$ cat config.mk
export PLATFORM = sky130hd
export DESIGN_NAME = redmule_row_reducer
export DESIGN_NICKNAME = d
export VERILOG_FILES = /design/src/rtl/fpnew_pkg.sv /design/src/rtl/redmule_pkg.sv /design/src/rtl/redmule_fma.sv /design/src/rtl/redmule_row_reducer.sv
export SDC_FILE = /design/constraint.sdc
export NUM_CORES = 2
export LEC_CHECK = 0
export BUFFER_PORTS_ARGS = -buffer_cell sky130_fd_sc_hd__buf_2
export CELL_PAD_IN_SITES_DETAIL_PLACEMENT = 0
export CELL_PAD_IN_SITES_GLOBAL_PLACEMENT = 2
export CORE_MARGIN = 2
export CORE_UTILIZATION = 30
export CTS_BUF_LIST = sky130_fd_sc_hd__clkbuf_4 sky130_fd_sc_hd__clkbuf_8
export DETAILED_ROUTE_END_ITERATION = 10
export PLACE_DENSITY = 0.78
export SLEW_MARGIN = 20
export SYNTH_ARGS = -nofsm -noshare
export SYNTH_HDL_FRONTEND = slang
export SYNTH_SLANG_ARGS = --single-unit
$ cat constraint.sdc
create_clock -name clk_i -period 36.6 [get_ports clk_i]
set_input_delay 10.98 -clock clk_i [delete_from_list [all_inputs] [get_ports clk_i]]
set_output_delay 10.98 -clock clk_i [all_outputs]
set_load 0.01 [all_outputs]
$ cat src/rtl/fpnew_pkg.sv
// Floating-point format descriptors shared by the arithmetic blocks.
// Only the width queries needed by the reduction datapath.
package fpnew_pkg;

   typedef enum logic [2:0] {
      FP32,
      FP64,
      FP16,
      FP8,
      FP16ALT
   } fp_format_e;

   function automatic int unsigned exp_bits(fp_format_e f);
      case (f)
         FP32:    return 8;
         FP64:    return 11;
         FP16:    return 5;
         FP8:     return 5;
         default: return 8;
      endcase
   endfunction

   function automatic int unsigned man_bits(fp_format_e f);
      case (f)
         FP32:    return 23;
         FP64:    return 52;
         FP16:    return 10;
         FP8:     return 2;
         default: return 7;
      endcase
   endfunction

   function automatic int unsigned fp_width(fp_format_e f);
      return 1 + exp_bits(f) + man_bits(f);
   endfunction

endpackage

$ cat src/rtl/redmule_pkg.sv
// Shared types for the RedMulE row reduction unit.
// Reduction opcodes and the reducer FSM state encoding.
package redmule_pkg;

   typedef enum logic [1:0] {
      RED_SUM,
      RED_MAX,
      RED_MIN,
      RED_ABSMAX
   } red_op_e;

   typedef enum logic [1:0] {
      IDLE,
      ACC,
      DONE
   } red_state_e;

endpackage

$ cat src/rtl/redmule_fma.sv
// Pipelined floating-point adder lane, round-to-nearest-even.
// Result emerges NumPipeRegs cycles after launch; flush_i empties it.
module redmule_fma
   import fpnew_pkg::*;
#(
   parameter fp_format_e  FpFormat    = FP16,
   parameter int unsigned NumPipeRegs = 1,
   localparam int unsigned BITW       = fp_width(FpFormat)
) (
   input  logic            clk_i,
   input  logic            rst_i,
   input  logic            flush_i,
   input  logic            valid_i,
   input  logic [BITW-1:0] a_i,
   input  logic [BITW-1:0] b_i,
   output logic [BITW-1:0] res_o,
   output logic            valid_o
);

   localparam int unsigned E = exp_bits(FpFormat);
   localparam int unsigned M = man_bits(FpFormat);
   localparam int unsigned S = M + 4;
   localparam logic [E+1:0] ONE  = 1;
   localparam logic [E+1:0] EMAX = {2'b00, {E{1'b1}}};
   localparam logic [BITW-1:0] QNAN =
      {1'b0, {E{1'b1}}, 1'b1, {(M-1){1'b0}}};

   logic [BITW-1:0] big, sml, sum_r;
   logic            nan_a, nan_b, inf_a, inf_b;
   logic            sub, stk, rnd;
   logic [E+1:0]    eb, es, ex;
   logic [S-1:0]    gb, gs;
   logic [S:0]      acc;
   logic [M+1:0]    rs;
   int              sh;

   assign nan_a = (&a_i[BITW-2:M]) & (|a_i[M-1:0]);
   assign nan_b = (&b_i[BITW-2:M]) & (|b_i[M-1:0]);
   assign inf_a = (&a_i[BITW-2:M]) & ~(|a_i[M-1:0]);
   assign inf_b = (&b_i[BITW-2:M]) & ~(|b_i[M-1:0]);

   // Align, add, normalise and round a single sum
   always_comb begin
      if (a_i[BITW-2:0] >= b_i[BITW-2:0]) begin
         big = a_i;
         sml = b_i;
      end else begin
         big = b_i;
         sml = a_i;
      end
      sub = big[BITW-1] ^ sml[BITW-1];
      eb  = {2'b00, big[BITW-2:M]};
      es  = {2'b00, sml[BITW-2:M]};
      if (eb == '0) eb = ONE;
      if (es == '0) es = ONE;
      gb  = {|big[BITW-2:M], big[M-1:0], 3'b000};
      gs  = {|sml[BITW-2:M], sml[M-1:0], 3'b000};
      sh  = int'(eb) - int'(es);
      stk = 1'b0;
      for (int i = 0; i < S; i++) begin
         if (i < sh) begin
            stk = stk | gs[0];
            gs  = gs >> 1;
         end
      end
      gs[0] = gs[0] | stk;
      if (sub) acc = {1'b0, gb} - {1'b0, gs};
      else     acc = {1'b0, gb} + {1'b0, gs};
      ex = eb;
      if (acc[S]) begin
         acc = {1'b0, acc[S:2], acc[1] | acc[0]};
         ex  = ex + ONE;
      end else begin
         for (int i = 0; i < S; i++) begin
            if (!acc[S-1] && ex > ONE) begin
               acc = acc << 1;
               ex  = ex - ONE;
            end
         end
      end
      rnd = acc[2] & ((|acc[1:0]) | acc[3]);
      rs  = {1'b0, acc[S-1:3]} + {{(M+1){1'b0}}, rnd};
      if (rs[M+1]) begin
         rs = rs >> 1;
         ex = ex + ONE;
      end
      if (ex >= EMAX)
         sum_r = {big[BITW-1], {E{1'b1}}, {M{1'b0}}};
      else if (!rs[M])
         sum_r = {big[BITW-1], {E{1'b0}}, rs[M-1:0]};
      else
         sum_r = {big[BITW-1], ex[E-1:0], rs[M-1:0]};
      if (acc == '0)
         sum_r = sub ? '0 : {big[BITW-1], {(BITW-1){1'b0}}};
      if (nan_a || nan_b || (inf_a && inf_b && sub))
         sum_r = QNAN;
      else if (inf_a)
         sum_r = a_i;
      else if (inf_b)
         sum_r = b_i;
   end

   if (NumPipeRegs == 0) begin : g_comb
      assign res_o   = sum_r;
      assign valid_o = valid_i;
   end else begin : g_pipe
      logic [BITW-1:0]        pr_q [NumPipeRegs];
      logic [NumPipeRegs-1:0] pv_q;

      // Result/valid delay line; a flush drops everything in flight
      always_ff @(posedge clk_i or posedge rst_i) begin
         if (rst_i) begin
            pv_q <= '0;
            for (int i = 0; i < NumPipeRegs; i++) pr_q[i] <= '0;
         end else if (flush_i) begin
            pv_q <= '0;
         end else begin
            pv_q[0] <= valid_i;
            pr_q[0] <= sum_r;
            for (int i = 1; i < NumPipeRegs; i++) begin
               pv_q[i] <= pv_q[i-1];
               pr_q[i] <= pr_q[i-1];
            end
         end
      end

      assign res_o   = pr_q[NumPipeRegs-1];
      assign valid_o = pv_q[NumPipeRegs-1];
   end

endmodule

$ cat src/rtl/redmule_row_reducer.sv
// Row reducer: folds a stream of element columns into one result
// per lane using SUM, MAX, MIN or ABSMAX.
module redmule_row_reducer
   import fpnew_pkg::*;
   import redmule_pkg::*;
#(
   parameter int unsigned Width    = 4,
   parameter fp_format_e  FpFormat = FP16,
   parameter int unsigned SumLat   = 1,
   parameter int unsigned CntWidth = 16,
   localparam int unsigned BITW    = fp_width(FpFormat)
) (
   input  logic                  clk_i,
   input  logic                  rst_i,
   input  logic                  clear_i,
   input  red_op_e               op_i,
   input  logic [CntWidth-1:0]   row_len_i,
   input  logic                  load_i,
   input  logic                  init_valid_i,
   input  logic [Width*BITW-1:0] init_i,
   input  logic                  in_valid_i,
   output logic                  in_ready_o,
   input  logic [Width*BITW-1:0] data_i,
   output logic [Width*BITW-1:0] red_o,
   output logic                  red_valid_o,
   input  logic                  red_ready_i,
   output logic                  busy_o
);

   localparam int unsigned E  = exp_bits(FpFormat);
   localparam int unsigned M  = man_bits(FpFormat);
   localparam int unsigned DW = Width * BITW;

   red_state_e          state_q, state_d;
   red_op_e             op_q, op_d;
   logic [DW-1:0]       red_q, red_d;
   logic [DW-1:0]       cmp_res, add_res;
   logic [CntWidth-1:0] cnt_q, cnt_d;
   logic [CntWidth-1:0] len_q, len_d;
   logic                pend_q, pend_d;
   logic                last_q, last_d;
   logic [Width-1:0]    add_vld;
   logic                add_valid, launch, lastel;

   function automatic logic [BITW-1:0] neutral(red_op_e op);
      case (op)
         RED_MAX: neutral = {1'b1, {E{1'b1}}, {M{1'b0}}};
         RED_MIN: neutral = {1'b0, {E{1'b1}}, {M{1'b0}}};
         default: neutral = '0;
      endcase
   endfunction

   for (genvar l = 0; l < Width; l++) begin : g_lane
      logic [BITW-1:0] r, d, kr, kd, nv;

      assign r  = red_q[l*BITW +: BITW];
      assign d  = data_i[l*BITW +: BITW];
      assign kr = r[BITW-1] ? ~r : {1'b1, r[BITW-2:0]};
      assign kd = d[BITW-1] ? ~d : {1'b1, d[BITW-2:0]};

      // Total-order compare; ties keep the running value
      always_comb begin
         nv = r;
         case (op_q)
            RED_MAX:
               if (kd > kr) nv = d;
            RED_MIN:
               if (kd < kr) nv = d;
            RED_ABSMAX:
               if (d[BITW-2:0] > r[BITW-2:0])
                  nv = {1'b0, d[BITW-2:0]};
            default: nv = r;
         endcase
      end

      assign cmp_res[l*BITW +: BITW] = nv;

      redmule_fma #(
         .FpFormat    (FpFormat),
         .NumPipeRegs (SumLat)
      ) i_fma (
         .clk_i   (clk_i),
         .rst_i   (rst_i),
         .flush_i (clear_i),
         .valid_i (launch),
         .a_i     (r),
         .b_i     (d),
         .res_o   (add_res[l*BITW +: BITW]),
         .valid_o (add_vld[l])
      );
   end

   assign add_valid = &add_vld;
   assign red_o     = red_q;
   assign busy_o    = (state_q != IDLE);

   // Next-state, accumulator update and handshake outputs
   always_comb begin
      state_d     = state_q;
      op_d        = op_q;
      red_d       = red_q;
      cnt_d       = cnt_q;
      len_d       = len_q;
      pend_d      = pend_q;
      last_d      = last_q;
      in_ready_o  = 1'b0;
      red_valid_o = 1'b0;
      launch      = 1'b0;
      lastel      = (cnt_q == len_q - 1'b1);
      case (state_q)
         IDLE: begin
            if (!load_i || init_valid_i) begin
               op_d  = op_i;
               len_d = row_len_i;
               cnt_d = '0;
               red_d = load_i ? init_i
                              : {Width{neutral(op_i)}};
               state_d = (row_len_i == '0) ? DONE : ACC;
            end
         end
         ACC: begin
            in_ready_o = !pend_q;
            if (in_valid_i && !pend_q) begin
               cnt_d = lastel ? '0 : cnt_q + 1'b1;
               if (op_q == RED_SUM) begin
                  launch = 1'b1;
                  pend_d = (SumLat != 0);
                  last_d = lastel;
               end else begin
                  red_d = cmp_res;
                  if (lastel) state_d = DONE;
               end
            end
            if (add_valid) begin
               red_d  = add_res;
               pend_d = 1'b0;
               if (last_d) begin
                  last_d  = 1'b0;
                  state_d = DONE;
               end
            end
         end
         DONE: begin
            red_valid_o = 1'b1;
            if (red_ready_i) state_d = IDLE;
         end
         default: state_d = IDLE;
      endcase
   end

   // State registers; clear flushes like reset but keeps op/len
   always_ff @(posedge clk_i or posedge rst_i) begin
      if (rst_i) begin
         state_q <= IDLE;
         op_q    <= RED_SUM;
         red_q   <= '0;
         cnt_q   <= '0;
         len_q   <= '0;
         pend_q  <= 1'b0;
         last_q  <= 1'b0;
      end else if (clear_i) begin
         state_q <= IDLE;
         red_q   <= '0;
         cnt_q   <= '0;
         pend_q  <= 1'b0;
         last_q  <= 1'b0;
      end else begin
         state_q <= state_d;
         op_q    <= op_d;
         red_q   <= red_d;
         cnt_q   <= cnt_d;
         len_q   <= len_d;
         pend_q  <= pend_d;
         last_q  <= last_d;
      end
   end

endmodule

==> results_dict.tcl <==
set metrics [dict create \
    clkLatencyLatePin_ns 0.62 \
    yosysWarnings 0 \
    endpoint_kind "register" \
    arrival_ns 36.20 \
    area_delta_synth_final_pct 18.38 \
    hp-start "g_lane[1].i_fma.res_o[5]$_DFFE_PP0N_" \
    critPathKind "input pin to register" \
    synth_edf_count 0 \
    relSlewSlack_pct 23.81 \
    drive_above_1_share_pct 22.15 \
    syn-num-nets 9124 \
    hold_slack_ns 0.4953 \
    portBuffers 219 \
    tightest_slew_ns 1.131 \
    ios 220 \
    die_w_um 453.7 \
    max_stage_delay_ns 0.53 \
    run_status "completed" \
    rr_worst_depth 125 \
    r2r_end "g_lane[1].i_fma.res_o[14]$_DFFE_PP0N_" \
    grt_overflow_total 0 \
    cts_tree "yes" \
    synthArstFlopShare_pct 100.0 \
    dpl-instance-area_mm2 0.06961 \
    hpwl_mm 221.0 \
    r2r_slack_ns 10.40 \
    drc 0 \
    htree_levels 4 \
    finalHoldViolations 0 \
    finalClockSkew_ns 0.03239 \
    ant_nets 0 \
    final_area_mm2 0.07181 \
    synth-main-ff-cell "dfrtp_1" \
    die_y_um 453.7 \
    crit_path_frequent_cell "ha_4" \
    antenna_found_initial 40 \
    timing.rr.start "red_o[16]$_DFFE_PP0P_" \
    cts.sink_count 167 \
    first_global_vias 65900 \
    yosys.cell_types.count 195 \
    drv_slew 0 \
    initial_core_util_pct 30.11 \
    path_clk_slew_ns 0.12 \
    num-nets-final 9590 \
    worstPathMaxFanout 7 \
    dp_slack_ns -0.7805 \
    yosysSeqAreaShare_pct 6.889 \
    clock.fmax_ghz 0.02803 \
    synth_area_mm2 0.06066 \
    finalCritPeriodShare_pct 97.47 \
    postSynthCellCount 8592 \
    grt_pass1_wl_mm 406.6 \
    hold_depth 2 \
    post_drt_wl_per_cell_um 22.72 \
    cts_root_buf "clkbuf_8" \
    grt_use_total_pct 24.77 \
    die_area_mm2 0.2058 \
    hold_class "register to register" \
    slowest_stage "or4_4" \
    whs_endpoint "g_lane[1].i_fma.res_o[5]$_DFFE_PP0N_" \
    wl_mm 267.4 \
    vias_per_cell 5.893 \
    drtIter0Drc 5269 \
    start_kind "input pin" \
    core_area_mm2 0.2015 \
    cap_violations 0 \
    tns_ns 0 \
    setup_viol 0 \
    required_ns 37.12 \
    cts_made_buffers 17 \
    grt_max_degree 104 \
    fp-row-count 165 \
    final.min_clock_period_ns 35.68 \
    nFillCells 21780 \
    cts_buffer_depth 2 \
    ys_seq_elements 167 \
    syn_avg_cell_area_um2 7.060 \
    first_pass_iters 6 \
    final.setup.worst_slack_ns 0.9250 \
    vias 69340 \
    gp_congestion 1.017 \
]
-- state kept, by name, summed over array words and instances (netlist names) --
register / flops
cnt_q: 16
g_lane.i_fma.res_o: 64
g_lane.i_fma.valid_o: 1
last_q: 1
len_q: 16
op_q: 2
pend_q: 1
red_o: 64
state_q: 2
-- what timing repair did --
| action | CTS | global route |
|---|---|---|
| endpoints found under the setup margin | 22 | 64 |
| hold buffers | 0 | 0 |
| pin swaps | 1 | 90 |
| gates resized for setup | 9 | 181 |
| hold endpoints to repair | 0 | 0 |
| gates cloned | 0 | 1 |
| buffers inserted | 3 | 80 |
-- cells in the final DEF, fill, tap and decap left out, types with 32 or more instances in the layout --
cell | Yosys | layout
nor3_1 | 276 | 248
nand3_1 | 261 | 255
nor2_1 | 861 | 827
a22o_1 | 43 | 42
nor2b_1 | 54 | 51
o21a_1 | 80 | 75
and2_1 | 101 | 100
a22oi_1 | 39 | 36
mux2_2 | 233 | 212
inv_2 | 10 | 32
nand2_1 | 874 | 852
o21ai_0 | 484 | 458
ha_1 | 371 | 309
inv_1 | 343 | 313
and3_1 | 90 | 86
a31oi_1 | 144 | 136
o211ai_1 | 117 | 117
mux2i_1 | 534 | 509
o31ai_1 | 94 | 90
buf_2 | 67 | 217
a21o_1 | 120 | 119
o21ai_1 | 52 | 55
dfrtp_1 | 167 | 166
xor2_1 | 135 | 132
or3_1 | 69 | 65
nand4_1 | 113 | 113
o22ai_1 | 60 | 54
a221oi_1 | 44 | 37
or2_2 | 43 | 41
nand2b_1 | 72 | 67
o211a_1 | 40 | 38
buf_4 | 11 | 658
nor4_1 | 115 | 106
a31o_2 | 33 | 32
a21oi_2 | 20 | 50
a21oi_1 | 587 | 536
xnor2_1 | 257 | 228
a211oi_1 | 159 | 149
o21bai_1 | 44 | 40
-- cell type report --
type | count | area (um2) | area share, %
well taps | 2672 | 3343 | 4.656
repair buffers | 885 | 6187 | 8.616
inverters | 362 | 1419 | 1.976
diodes | 23 | 57.56 | 0.08015
clock inverters | 15 | 220.2 | 0.3067
flip-flops and latches | 167 | 4183 | 5.825
multi-input cells | 7625 | 56170 | 78.22
clock buffers | 17 | 234.0 | 0.3258
-- worst max path at each step --
stage	start	endpoint	slack, ns	cells past startpoint
after floorplan	data_i[28]	g_lane[1].i_fma.res_o[14]$_DFFE_PP0N_	-2.02	145
after global placement	data_i[28]	g_lane[1].i_fma.res_o[10]$_DFFE_PP0N_	-0.44	128
after detailed placement	data_i[28]	g_lane[1].i_fma.res_o[10]$_DFFE_PP0N_	-0.78	125
after CTS	data_i[28]	g_lane[1].i_fma.res_o[10]$_DFFE_PP0N_	0.008	128
after global routing	data_i[10]	g_lane[0].i_fma.res_o[6]$_DFFE_PP0N_	-0.14	126
final	data_i[16]	g_lane[1].i_fma.res_o[14]$_DFFE_PP0N_	0.92	125
-- critical path: cells and delay by family --
| kind | cells | cell delay (ns) |
|---|---|---|
| AND/OR/NAND/NOR | 46 | 8.94 |
| multiplexers | 8 | 2.48 |
| XOR/XNOR | 5 | 0.89 |
| AO/OA/AOI/OAI | 40 | 8.43 |
| buffers and inverters | 10 | 1.16 |
| adder cells (fa/ha/maj) | 16 | 3.26 |
-- metal layers --
layer  wire length, um  share of wire [%]  vias up  GRT usage, %
li1                  -                  -    33570             -
met1            121500                 45    33620         32.85
met2            124500                 47     1799         41.13
met3              9199                3.4      355         1.484
met4             12130                4.5        2         11.20
met5                 7             0.0026        -             0
-- per-stage QoR --
step | instances | util (%)
after floorplan | 8592 | -
after global placement | 11630 | 34.55
after detailed placement | 11630 | 34.55
after CTS | 11660 | 34.81
after global routing | 11770 | 35.64
final | 11770 | 35.64
-- logic make-up after synthesis --
family,Yosys count,synth area share [%]
and+or+nand+nor,3228,26.37
DFF,167,6.889
muxes,781,13.51
xor gates and xnor gates,400,5.913
adders and majority gates,380,7.933
AOI/OAI and AO/OA,2835,33.37
buffers and inverters,801,6.017
-- synthesized netlist by cell type (32+ instances only) --
library cell	count	area, um2
o211ai_1	117	878.3
o211a_1	40	400.4
o21ai_0	484	2422
a22oi_1	39	292.8
or3_1	69	431.7
nor2b_1	54	337.8
a31oi_1	144	900.9
nand2b_1	72	450.4
nor4_1	115	719.4
o32ai_1	32	280.3
ha_1	371	4642
a21o_1	120	900.9
a2111oi_0	32	280.3
buf_2	67	335.3
o21ai_1	52	260.3
nand3_1	261	1306
nor3_1	276	1381
clkbuf_1	282	1059
mux2_2	233	2624
and3_1	90	563.0
nor2_1	861	3232
and2_1	101	631.9
inv_1	343	1287
a31o_2	33	289.0
a21oi_1	587	2938
a22o_1	43	376.6
o22ai_1	60	375.4
or2_2	43	269.0
o221ai_1	32	280.3
nand2_1	874	3281
o21bai_1	44	330.3
xnor2_1	257	2251
o21a_1	80	600.6
dfrtp_1	167	4179
a221oi_1	44	385.4
mux2i_1	534	5345
a211oi_1	159	1194
nand4_1	113	706.9
xor2_1	135	1182
o31ai_1	94	705.7
Power is not shown: default switching activity piles up to over one toggle a cycle in this logic, so the estimate is an artifact.
